File: src/rtl/speed_decode_pkg.sv
// speed_decode_pkg: nominal phase lengths, mode codes, FSM states, tolerance window
package speed_decode_pkg;

  localparam logic [21:0] LO_SLOW_NOM = 22'h1406f4;
  localparam logic [21:0] LO_MED_NOM  = 22'h0d59f8;
  localparam logic [21:0] LO_FAST_NOM = 22'h06acfc;
  localparam logic [21:0] HI_SLOW_NOM = 22'h280de8;
  localparam logic [21:0] HI_MED_NOM  = 22'h1ab3f0;
  localparam logic [21:0] HI_FAST_NOM = 22'h0d59f8;
  localparam logic [21:0] TOL_NOM     = 22'd20000;
  localparam logic [21:0] TIMEOUT_NOM = 22'h3fffff;

  localparam logic [2:0] MODE_NONE = 3'b000;
  localparam logic [2:0] MODE_SLOW = 3'b001;
  localparam logic [2:0] MODE_MED  = 3'b010;
  localparam logic [2:0] MODE_FAST = 3'b100;

  typedef enum logic [1:0] {
    S_WAIT,
    S_PH1,
    S_PH2,
    S_LOCK
  } state_t;

  // Window [nom-tol, nom+tol] in 23 bits; the lower bound clamps at zero.
  function automatic logic in_window(input logic [22:0] dur,
                                     input logic [21:0] nom,
                                     input logic [21:0] tol);
    logic [22:0] lo;
    logic [22:0] hi;
    lo = (nom >= tol) ? {1'b0, nom - tol} : '0;
    hi = {1'b0, nom} + {1'b0, tol};
    return (dur >= lo) && (dur <= hi);
  endfunction

endpackage

File: src/rtl/speed_decode_phase_classify.sv
// phase_classify: maps a measured phase (duration, level) to a one-hot mode or 000
module phase_classify
  import speed_decode_pkg::*;
#(
  parameter logic [21:0] LO_SLOW = LO_SLOW_NOM,
  parameter logic [21:0] LO_MED  = LO_MED_NOM,
  parameter logic [21:0] LO_FAST = LO_FAST_NOM,
  parameter logic [21:0] HI_SLOW = HI_SLOW_NOM,
  parameter logic [21:0] HI_MED  = HI_MED_NOM,
  parameter logic [21:0] HI_FAST = HI_FAST_NOM,
  parameter logic [21:0] TOL     = TOL_NOM
) (
  input  logic [22:0] dur,
  input  logic        level,
  output logic [2:0]  cls
);

  always_comb begin
    cls = MODE_NONE;
    if (level) begin
      if (in_window(dur, HI_SLOW, TOL))      cls = MODE_SLOW;
      else if (in_window(dur, HI_MED, TOL))  cls = MODE_MED;
      else if (in_window(dur, HI_FAST, TOL)) cls = MODE_FAST;
    end else begin
      if (in_window(dur, LO_SLOW, TOL))      cls = MODE_SLOW;
      else if (in_window(dur, LO_MED, TOL))  cls = MODE_MED;
      else if (in_window(dur, LO_FAST, TOL)) cls = MODE_FAST;
    end
  end

endmodule

File: src/rtl/speed_decode.sv
// speed_decode: recovers the one-hot blink-speed mode from phase lengths of sig_in
module speed_decode
  import speed_decode_pkg::*;
#(
  parameter logic [21:0] LO_SLOW = LO_SLOW_NOM,
  parameter logic [21:0] LO_MED  = LO_MED_NOM,
  parameter logic [21:0] LO_FAST = LO_FAST_NOM,
  parameter logic [21:0] HI_SLOW = HI_SLOW_NOM,
  parameter logic [21:0] HI_MED  = HI_MED_NOM,
  parameter logic [21:0] HI_FAST = HI_FAST_NOM,
  parameter logic [21:0] TOL     = TOL_NOM,
  parameter logic [21:0] TIMEOUT = TIMEOUT_NOM
) (
  input  logic       clk,
  input  logic       reset,
  input  logic       sig_in,
  output logic [2:0] mode,
  output logic       mode_valid,
  output logic       mode_stb,
  output logic       err,
  output logic       lost
);

  logic        sync1;
  logic        sync2;
  logic        sync3;
  logic [2:0]  fill;
  logic        edge_pulse;
  logic        ended_level;
  logic [21:0] count;
  logic [22:0] dur;
  logic [2:0]  cls;

  state_t      state;
  state_t      state_nx;
  logic [2:0]  cand;
  logic [2:0]  cand_nx;
  logic [2:0]  mode_nx;
  logic        valid_nx;
  logic        stb_nx;
  logic        err_nx;
  logic        lost_nx;

  // fill gates edge detection until the synchronizer holds real samples, so the
  // reset value of the flops never fakes a transition when sig_in is high.
  always_ff @(posedge clk or negedge reset) begin
    if (!reset) begin
      sync1       <= 1'b0;
      sync2       <= 1'b0;
      sync3       <= 1'b0;
      fill        <= '0;
      edge_pulse  <= 1'b0;
      ended_level <= 1'b0;
    end else begin
      sync1       <= sig_in;
      sync2       <= sync1;
      sync3       <= sync2;
      fill        <= {fill[1:0], 1'b1};
      edge_pulse  <= fill[2] & (sync2 ^ sync3);
      ended_level <= sync3;
    end
  end

  always_ff @(posedge clk or negedge reset) begin
    if (!reset) begin
      count <= '0;
    end else if (edge_pulse) begin
      count <= '0;
    end else if (count != TIMEOUT) begin
      count <= count + 22'd1;
    end
  end

  assign dur = {1'b0, count} + 23'd1;

  phase_classify #(
    .LO_SLOW (LO_SLOW),
    .LO_MED  (LO_MED),
    .LO_FAST (LO_FAST),
    .HI_SLOW (HI_SLOW),
    .HI_MED  (HI_MED),
    .HI_FAST (HI_FAST),
    .TOL     (TOL)
  ) u_classify (
    .dur   (dur),
    .level (ended_level),
    .cls   (cls)
  );

  always_comb begin
    state_nx = state;
    cand_nx  = cand;
    mode_nx  = mode;
    valid_nx = mode_valid;
    stb_nx   = 1'b0;
    err_nx   = 1'b0;
    lost_nx  = lost;
    if (edge_pulse) begin
      lost_nx = 1'b0;
      case (state)
        S_WAIT: state_nx = S_PH1;
        S_PH1: begin
          if (cls != MODE_NONE) begin
            cand_nx  = cls;
            state_nx = S_PH2;
          end else begin
            err_nx = 1'b1;
          end
        end
        S_PH2: begin
          if (cls == MODE_NONE) begin
            err_nx   = 1'b1;
            state_nx = S_PH1;
          end else if (cls == cand) begin
            mode_nx  = cand;
            valid_nx = 1'b1;
            stb_nx   = 1'b1;
            state_nx = S_LOCK;
          end else begin
            cand_nx = cls;
          end
        end
        S_LOCK: begin
          if (cls == MODE_NONE) begin
            err_nx   = 1'b1;
            valid_nx = 1'b0;
            mode_nx  = MODE_NONE;
            state_nx = S_PH1;
          end else if (cls != mode) begin
            valid_nx = 1'b0;
            mode_nx  = MODE_NONE;
            cand_nx  = cls;
            state_nx = S_PH2;
          end
        end
        default: state_nx = S_WAIT;
      endcase
    end else if ((state != S_WAIT) && (count == TIMEOUT)) begin
      lost_nx  = 1'b1;
      valid_nx = 1'b0;
      mode_nx  = MODE_NONE;
      state_nx = S_WAIT;
    end
  end

  always_ff @(posedge clk or negedge reset) begin
    if (!reset) begin
      state      <= S_WAIT;
      cand       <= MODE_NONE;
      mode       <= MODE_NONE;
      mode_valid <= 1'b0;
      mode_stb   <= 1'b0;
      err        <= 1'b0;
      lost       <= 1'b0;
    end else begin
      state      <= state_nx;
      cand       <= cand_nx;
      mode       <= mode_nx;
      mode_valid <= valid_nx;
      mode_stb   <= stb_nx;
      err        <= err_nx;
      lost       <= lost_nx;
    end
  end

endmodule

File: config.mk
export PLATFORM = sky130hd
export DESIGN_NAME = speed_decode
export DESIGN_NICKNAME = d
export VERILOG_FILES = /design/src/rtl/speed_decode_pkg.sv /design/src/rtl/speed_decode_phase_classify.sv /design/src/rtl/speed_decode.sv
export SDC_FILE = /design/constraint.sdc
export NUM_CORES = 1
export LEC_CHECK = 0
export CAP_MARGIN = 20
export CORE_AREA = 2 2 85 87
export CTS_BUF_LIST = sky130_fd_sc_hd__clkbuf_8
export DETAILED_ROUTE_END_ITERATION = 8
export DIE_AREA = 0 0 87 89
export PLACE_DENSITY = 0.88
export SLEW_MARGIN = 20
export SYNTH_ARGS = -nofsm -noshare
export SYNTH_HDL_FRONTEND = slang
export SYNTH_SLANG_ARGS = --single-unit
File: constraint.sdc
create_clock -name clk -period 4.3 [get_ports clk]
set_input_delay 0.86 -clock clk [delete_from_list [all_inputs] [get_ports clk]]
set_output_delay 0.86 -clock clk [all_outputs]
set_load 0.05 [all_outputs]
After elaboration in Yosys (flattened, before gate mapping). Cells that the tools add are included.

ROM bits: 0. Memory bits (writable): 0. Bits in latches: 0. Bits in registers: 42. Bits of input ports: 3. Memories: 0. Output and inout port bits: 7.

Bitwise operators: 2. Shifts and indexed selects: 0. Mux-type cells: 47. Div/mod/pow operators: 0. Multiply operators: 0. $lt $le $gt $ge: 10. Eq/ne operators: 18. Reductions and logical operators: 17. $add $sub $neg: 2.

Operator list (count): $mux W3 (18); $ge A23 B21 Y1 const B (2); $le A23 B21 Y1 const B (2); $mux W22 (2); $add A22 B1 Y23 const B (1); $ge A23 B19 Y1 const B (1); $ge A23 B20 Y1 const B (1); $ge A23 B22 Y1 const B (1); $le A23 B19 Y1 const B (1); $le A23 B20 Y1 const B (1); $le A23 B22 Y1 const B (1); $add A22 B1 Y22 const B (1); $eq A22 B22 Y1 const B (1); $ne A22 B22 Y1 const B (1); $mux W1 (15); $mux W2 (7); $ne A2 B2 Y1 const B (5); $ne A3 B3 Y1 const B (3); $pmux W3 S3 (1); $ne A4 B4 Y1 const B (2); $pmux W2 S4 (1); $reduce_and A7 Y1 (1); $logic_and A1 B1 Y1 (6); $pmux W3 S2 (1); 15 further kinds (20).

Depth between registers and ports, before layout.
Depth in word-level cells: 12. Gate-level depth with buffers: 16. Gate-level depth less buffers: 13.

Modules after synthesis. Synthesis repeated with hierarchy kept, for this count alone.

Cell total of the unflattened synthesis: 330. Area total of the unflattened synthesis: 3119.2 um^2.

By module, submodules not included: speed_decode (instances 1, seq. area each 1051.0 um^2, area each 2218.4 um^2, cells an instance 200); phase_classify (instances 1, seq. area each 0.0 um^2, area each 900.9 um^2, cells an instance 130).

Worst setup path before layout. OpenSTA, ideal clock, no wires.

Path type: register -> register. From: register count[0]. To: register mode[0]. Setup slack: 0.335 ns. Setup time: 0.125 ns. Path buffers: 1. Arrival: 3.840 ns. Required time: 4.175 ns. Period minus slack after synthesis: 3.965 ns. Stages on the path, launching flop included: 14. Path through: dfrtp_1 -> and4_1 -> clkbuf_1 -> nand3_1 -> o31a_1 -> or3_1 -> or4_1 -> a221o_1 -> o22ai_4 -> xor2_1 -> nand2b_1 -> o31ai_1 -> o31a_1 -> nand2_1.

Cells in the longest elaborated chain, start to end: 11.

RTL lines: start, declared (RTL line speed_decode.sv:30) `logic [21:0] count;`; start signal, assigned (RTL line speed_decode.sv:70) `count <= count + 22'd1;`; $add A22 B1 Y23 (RTL line speed_decode.sv:74) `assign dur = {1'b0, count} + 23'd1;`; $ge A23 B19 Y1, or another cell as far along (RTL line speed_decode_pkg.sv:33) `return (dur >= lo) && (dur <= hi);`; $logic_and A1 B1 Y1 (RTL line speed_decode_pkg.sv:33); $mux W3, on equally long branches (RTL line speed_decode_phase_classify.sv:27, speed_decode_phase_classify.sv:23); $mux W3, on equally long branches (RTL line speed_decode_phase_classify.sv:26, speed_decode_phase_classify.sv:22); $mux W3, on equally long branches (RTL line speed_decode_phase_classify.sv:25, speed_decode_phase_classify.sv:21); $mux W3 (RTL line speed_decode_phase_classify.sv:20) `if (level) begin`; $logic_not A3 Y1 (RTL line speed_decode.sv:111, speed_decode.sv:124); $mux W3 (RTL line speed_decode.sv:124) `if (cls == MODE_NONE) begin`; $pmux W3 S2 (RTL line speed_decode.sv:100) `case (state)`; $mux W3 (RTL line speed_decode.sv:98) `if (edge_pulse) begin`; end signal, assigned (RTL line speed_decode.sv:158) `mode <= mode_nx;`; end, declared (RTL line speed_decode.sv:17) `output logic [2:0] mode,`.

Parallel ways exist; a longest one is shown, timed or not. A chain may end at the register's enable or synchronous reset.

Final worst setup path.
From: register count[9]. To: register cand[0].

Cells in the longest elaborated chain, start to end: 10.

RTL lines: $add A22 B1 Y23 (*) (RTL line speed_decode.sv:74); $ge A23 B19 Y1, or another cell as far along (RTL line speed_decode_pkg.sv:33); $logic_and A1 B1 Y1 (RTL line speed_decode_pkg.sv:33); $mux W3, on equally long branches (RTL line speed_decode_phase_classify.sv:27, speed_decode_phase_classify.sv:23); $mux W3, on equally long branches (RTL line speed_decode_phase_classify.sv:26, speed_decode_phase_classify.sv:22); $mux W3, on equally long branches (RTL line speed_decode_phase_classify.sv:25, speed_decode_phase_classify.sv:21); $mux W3 (*) (RTL line speed_decode_phase_classify.sv:20); $ne A3 B3 Y1, or another cell as far along (RTL line speed_decode.sv:129) `end else if (cls != mode) begin`; $ne A2 B2 Y1 (no line); $reduce_and A7 Y1 (no line); end signal, assigned (RTL line speed_decode.sv:157) `cand <= cand_nx;`; end, declared (RTL line speed_decode.sv:36) `logic [2:0] cand;`.

Every way passes the cells marked *; elsewhere a longest branch is shown, timed or not. The select of a mux whose other input is x is not followed.

==> run metrics <==
Flop pwr share=34.6%; Sw Ratio=36.0%; number of remaining DRC errors=0; number of synthesized flops with an enable pin=0; maximum VDD drop=267 uV; multiplexer share of the synthesized area=1.35%; status=complete, no violations; clock share of power=29.2%; DR WL/cell=20.3 um; clock tree buffer depth=2; Seq/Total Area, Yosys=26.3%; Vias per Instance=6.99; area of the die=7740 um2; final setup fails=0; simple-gate share of the synthesized area=31.8%; total power=0.00132 W; Layout area overhead=17.7%; Pint=0.000847 W; Pleak=1.81 nW; Power Dens Cells=282 nW/um2; Die Y=89 um; fmax=0.242 GHz; Iter 0 DRT Violations=530; # port buffers=9; Non-Filler Instances=617; mean post-synth cell area=7.96 um2; Final period util=96.1%; Worst EP required=4.50 ns; worst hold path class=reg -> reg; syn nets=512; ys async rst share=100%; max incr delay on CP=0.62 ns; post-synth cell types=79; clk sinks=42; Worst Skew=0.0199 ns; Post-Synth Adder-Cell Area=2.19%; R2R Setup Slk=0.17 ns; Comb power frac=36.2%; crit path max fanout=8; Seq cells post-synth=42; initial antenna violation count=0; yosys warns=0; Fill cells=523; Syn Inst Count=502; share of cells above drive strength 1=19.4%; DP Worst Slack=0.0630 ns; global-route wire length before repair=20100 um; # diodes=0; Slowest-stage cell, CP=or4_1; fin util=70.0%; Fin. Hold Viols=0; crit path time final=4.13 ns; H-Tree Depth=2; largest family of logic cells by synthesized area=simple AND/OR/NAND/NOR gates; Synth Cell Area=3990 um2; vias in the first global route=4006; CP cell instances=nand3_2 -> or4_1 -> a21oi_1 -> nand2_1 -> or4_1 -> o41a_1 -> o22ai_4 -> xor2_1 -> nand2b_1 -> o32ai_2 -> nor3b_4 -> mux2_1; Starting Density=59.4%; top_reg_cell synth=dfrtp_1; Post-CTS Setup Bufs=0; Die W=87 um; All-Layer GR Usage=32.9%; Final HPWL DP=9150 um; worst-margin pin slew=0.630 ns; area of the core=6720 um2; Total Wirelength=12500 um; net switching power=0.000477 W; sequential cell area=1050 um2; slew margin rel.=57.7%; CP endpoint kind=flip-flop; multi-input logic area=2860 um2; fin. max-slew vios=0; clk root buf=clkbuf_8; CTS clk-pin slew, worst paths=0.10 ns; final setup margin=0.167 ns; total CTS buffers=5; Setup CP Type=reg -> reg; Most common cell on crit path=or4_1; clock tree from TritonCTS=done; placed cell count=608; vias=4313; routability cong.=1.02; largest net degree at the start of global routing=43; ANT nets after route=0; post-synthesis compound-gate area fraction=28.1%; grt ovf=0; num ports=10; startpoint types=flip-flop; First-pass DRT Iterations=6; Cell Rows=30; Final TNS setup=0 ns; Worst Path Arrival=4.33 ns; Maximum Capacitance Violations=0; nets=546; Synth Area in XOR/XNOR=5.01%; worst skew pair latency=0.31 ns
final cells by class:
type                    count  share of cell area, %
clock buffers               5                   1.46
clock inverters             3                   1.46
inverters                  15                   1.20
multi-input cells         412                   60.9
flip-flops and latches     42                   22.4
well taps                  80                   2.13
repair buffers             60                   10.5
what timing repair did:
action,in CTS,in global routing
hold buffers,0,0
setup endpoints to repair,0,10
gates resized for setup,0,27
routing by layer:
layer  global-route usage [%]  part of all wire (%)
met1                     46.3                    42
met2                     51.6                    46
met3                     4.06                   8.3
met4                     12.9                   3.8
met5                        0                     0
synth_stat cells, types with 4 or more instances:
master | n | area share, %
a2111oi_0 | 7 | 1.5
a21oi_1 | 32 | 4.0
a31oi_1 | 7 | 1.1
and2_1 | 8 | 1.3
and3_1 | 12 | 1.9
and4_1 | 5 | 1.1
buf_2 | 5 | 0.63
buf_4 | 5 | 0.94
clkbuf_1 | 20 | 1.9
dfrtp_1 | 42 | 26
ha_1 | 7 | 2.2
inv_1 | 15 | 1.4
nand2_1 | 43 | 4.0
nand2b_1 | 8 | 1.3
nand3_1 | 17 | 2.1
nand4_1 | 19 | 3.0
nor2_1 | 35 | 3.3
nor2b_1 | 4 | 0.63
nor3_1 | 16 | 2.0
nor4_1 | 12 | 1.9
o2111ai_1 | 10 | 2.2
o211ai_1 | 6 | 1.1
o21a_1 | 11 | 2.1
o21ai_0 | 20 | 2.5
o22ai_1 | 4 | 0.63
o31a_1 | 8 | 1.8
o31ai_1 | 4 | 0.75
or2_2 | 8 | 1.3
or3_1 | 6 | 0.94
or4_1 | 6 | 1.1
xnor2_1 | 11 | 2.4
xor2_1 | 10 | 2.2
worst max-delay path, delay by kind of cell (launching register included):
family,cells,cell delay (ns)
AO/OA/AOI/OAI,4,1.01
XOR/XNOR,1,0.19
flip-flops,1,0.43
multiplexers,1,0.36
AND/OR/NAND/NOR,6,2.04
worst paths after layout:
kind,from,depth (start not counted),to
worst max-delay path,count[9],12,cand[0]
worst min-delay path,sync1,0,sync2
worst max register to register,count[9],12,cand[0]
worst min register to register,sync1,0,sync2
max in group asynchronous,reset,2,count[3]
min in group asynchronous,reset,1,count[19]
metrics by stage:
stage / hold WS [ns] / area [um2]
finish: 0.347 / 4700
global route: 0.361 / 4700
CTS: 0.348 / 4550
detailed placement: 0.338 / 4420
global placement: 0.343 / 4420
floorplan: 0.331 / 3990
kinds of logic after synthesis:
group / after synthesis
other cells: 1
buf+inv: 48
compound gates: 155
fa+ha+maj: 7
mux: 5
simple gates: 222
flops: 42
xor+xnor: 22
state kept, by name, indices dropped and copies added (netlist names), 2 cells and up:
| name | flops |
|---|---|
| cand | 3 |
| mode | 3 |
| fill | 3 |
| count | 22 |
| state | 2 |
power by group through the flow:
stage / clock [W] / combinational, W / sequential [W]
after floorplan: 0 / 0.000329 / 0.000461
after global placement: 0 / 0.000440 / 0.000462
after detailed placement: 0 / 0.000461 / 0.000465
after CTS: 0.000388 / 0.000463 / 0.000457
after global routing: 0.000405 / 0.000528 / 0.000463
final: 0.000387 / 0.000480 / 0.000458
cell usage in the layout, fill, tap and decap left out, drive strengths merged, types with 4 or more instances in the layout:
master and instances:
buf 52, nand2 44, dfrtp 42, nor2 35, a21oi 32, o21ai 22, nand4 20, nand3 19
nor3 19, inv 15, nor4 15, and3 12, xnor2 11, o21a 11, xor2 11, o2111ai 10
and2 10, o31a 8, or2 8, nand2b 8, clkdlybuf4s50 8, a31oi 7, ha 7, a2111oi 7
or4 6, o211ai 6, or3 6, clkbuf 5, and4 5, o22ai 5, nor2b 4, o31ai 4
nor3b 4
(Power assumes the default switching activity.)
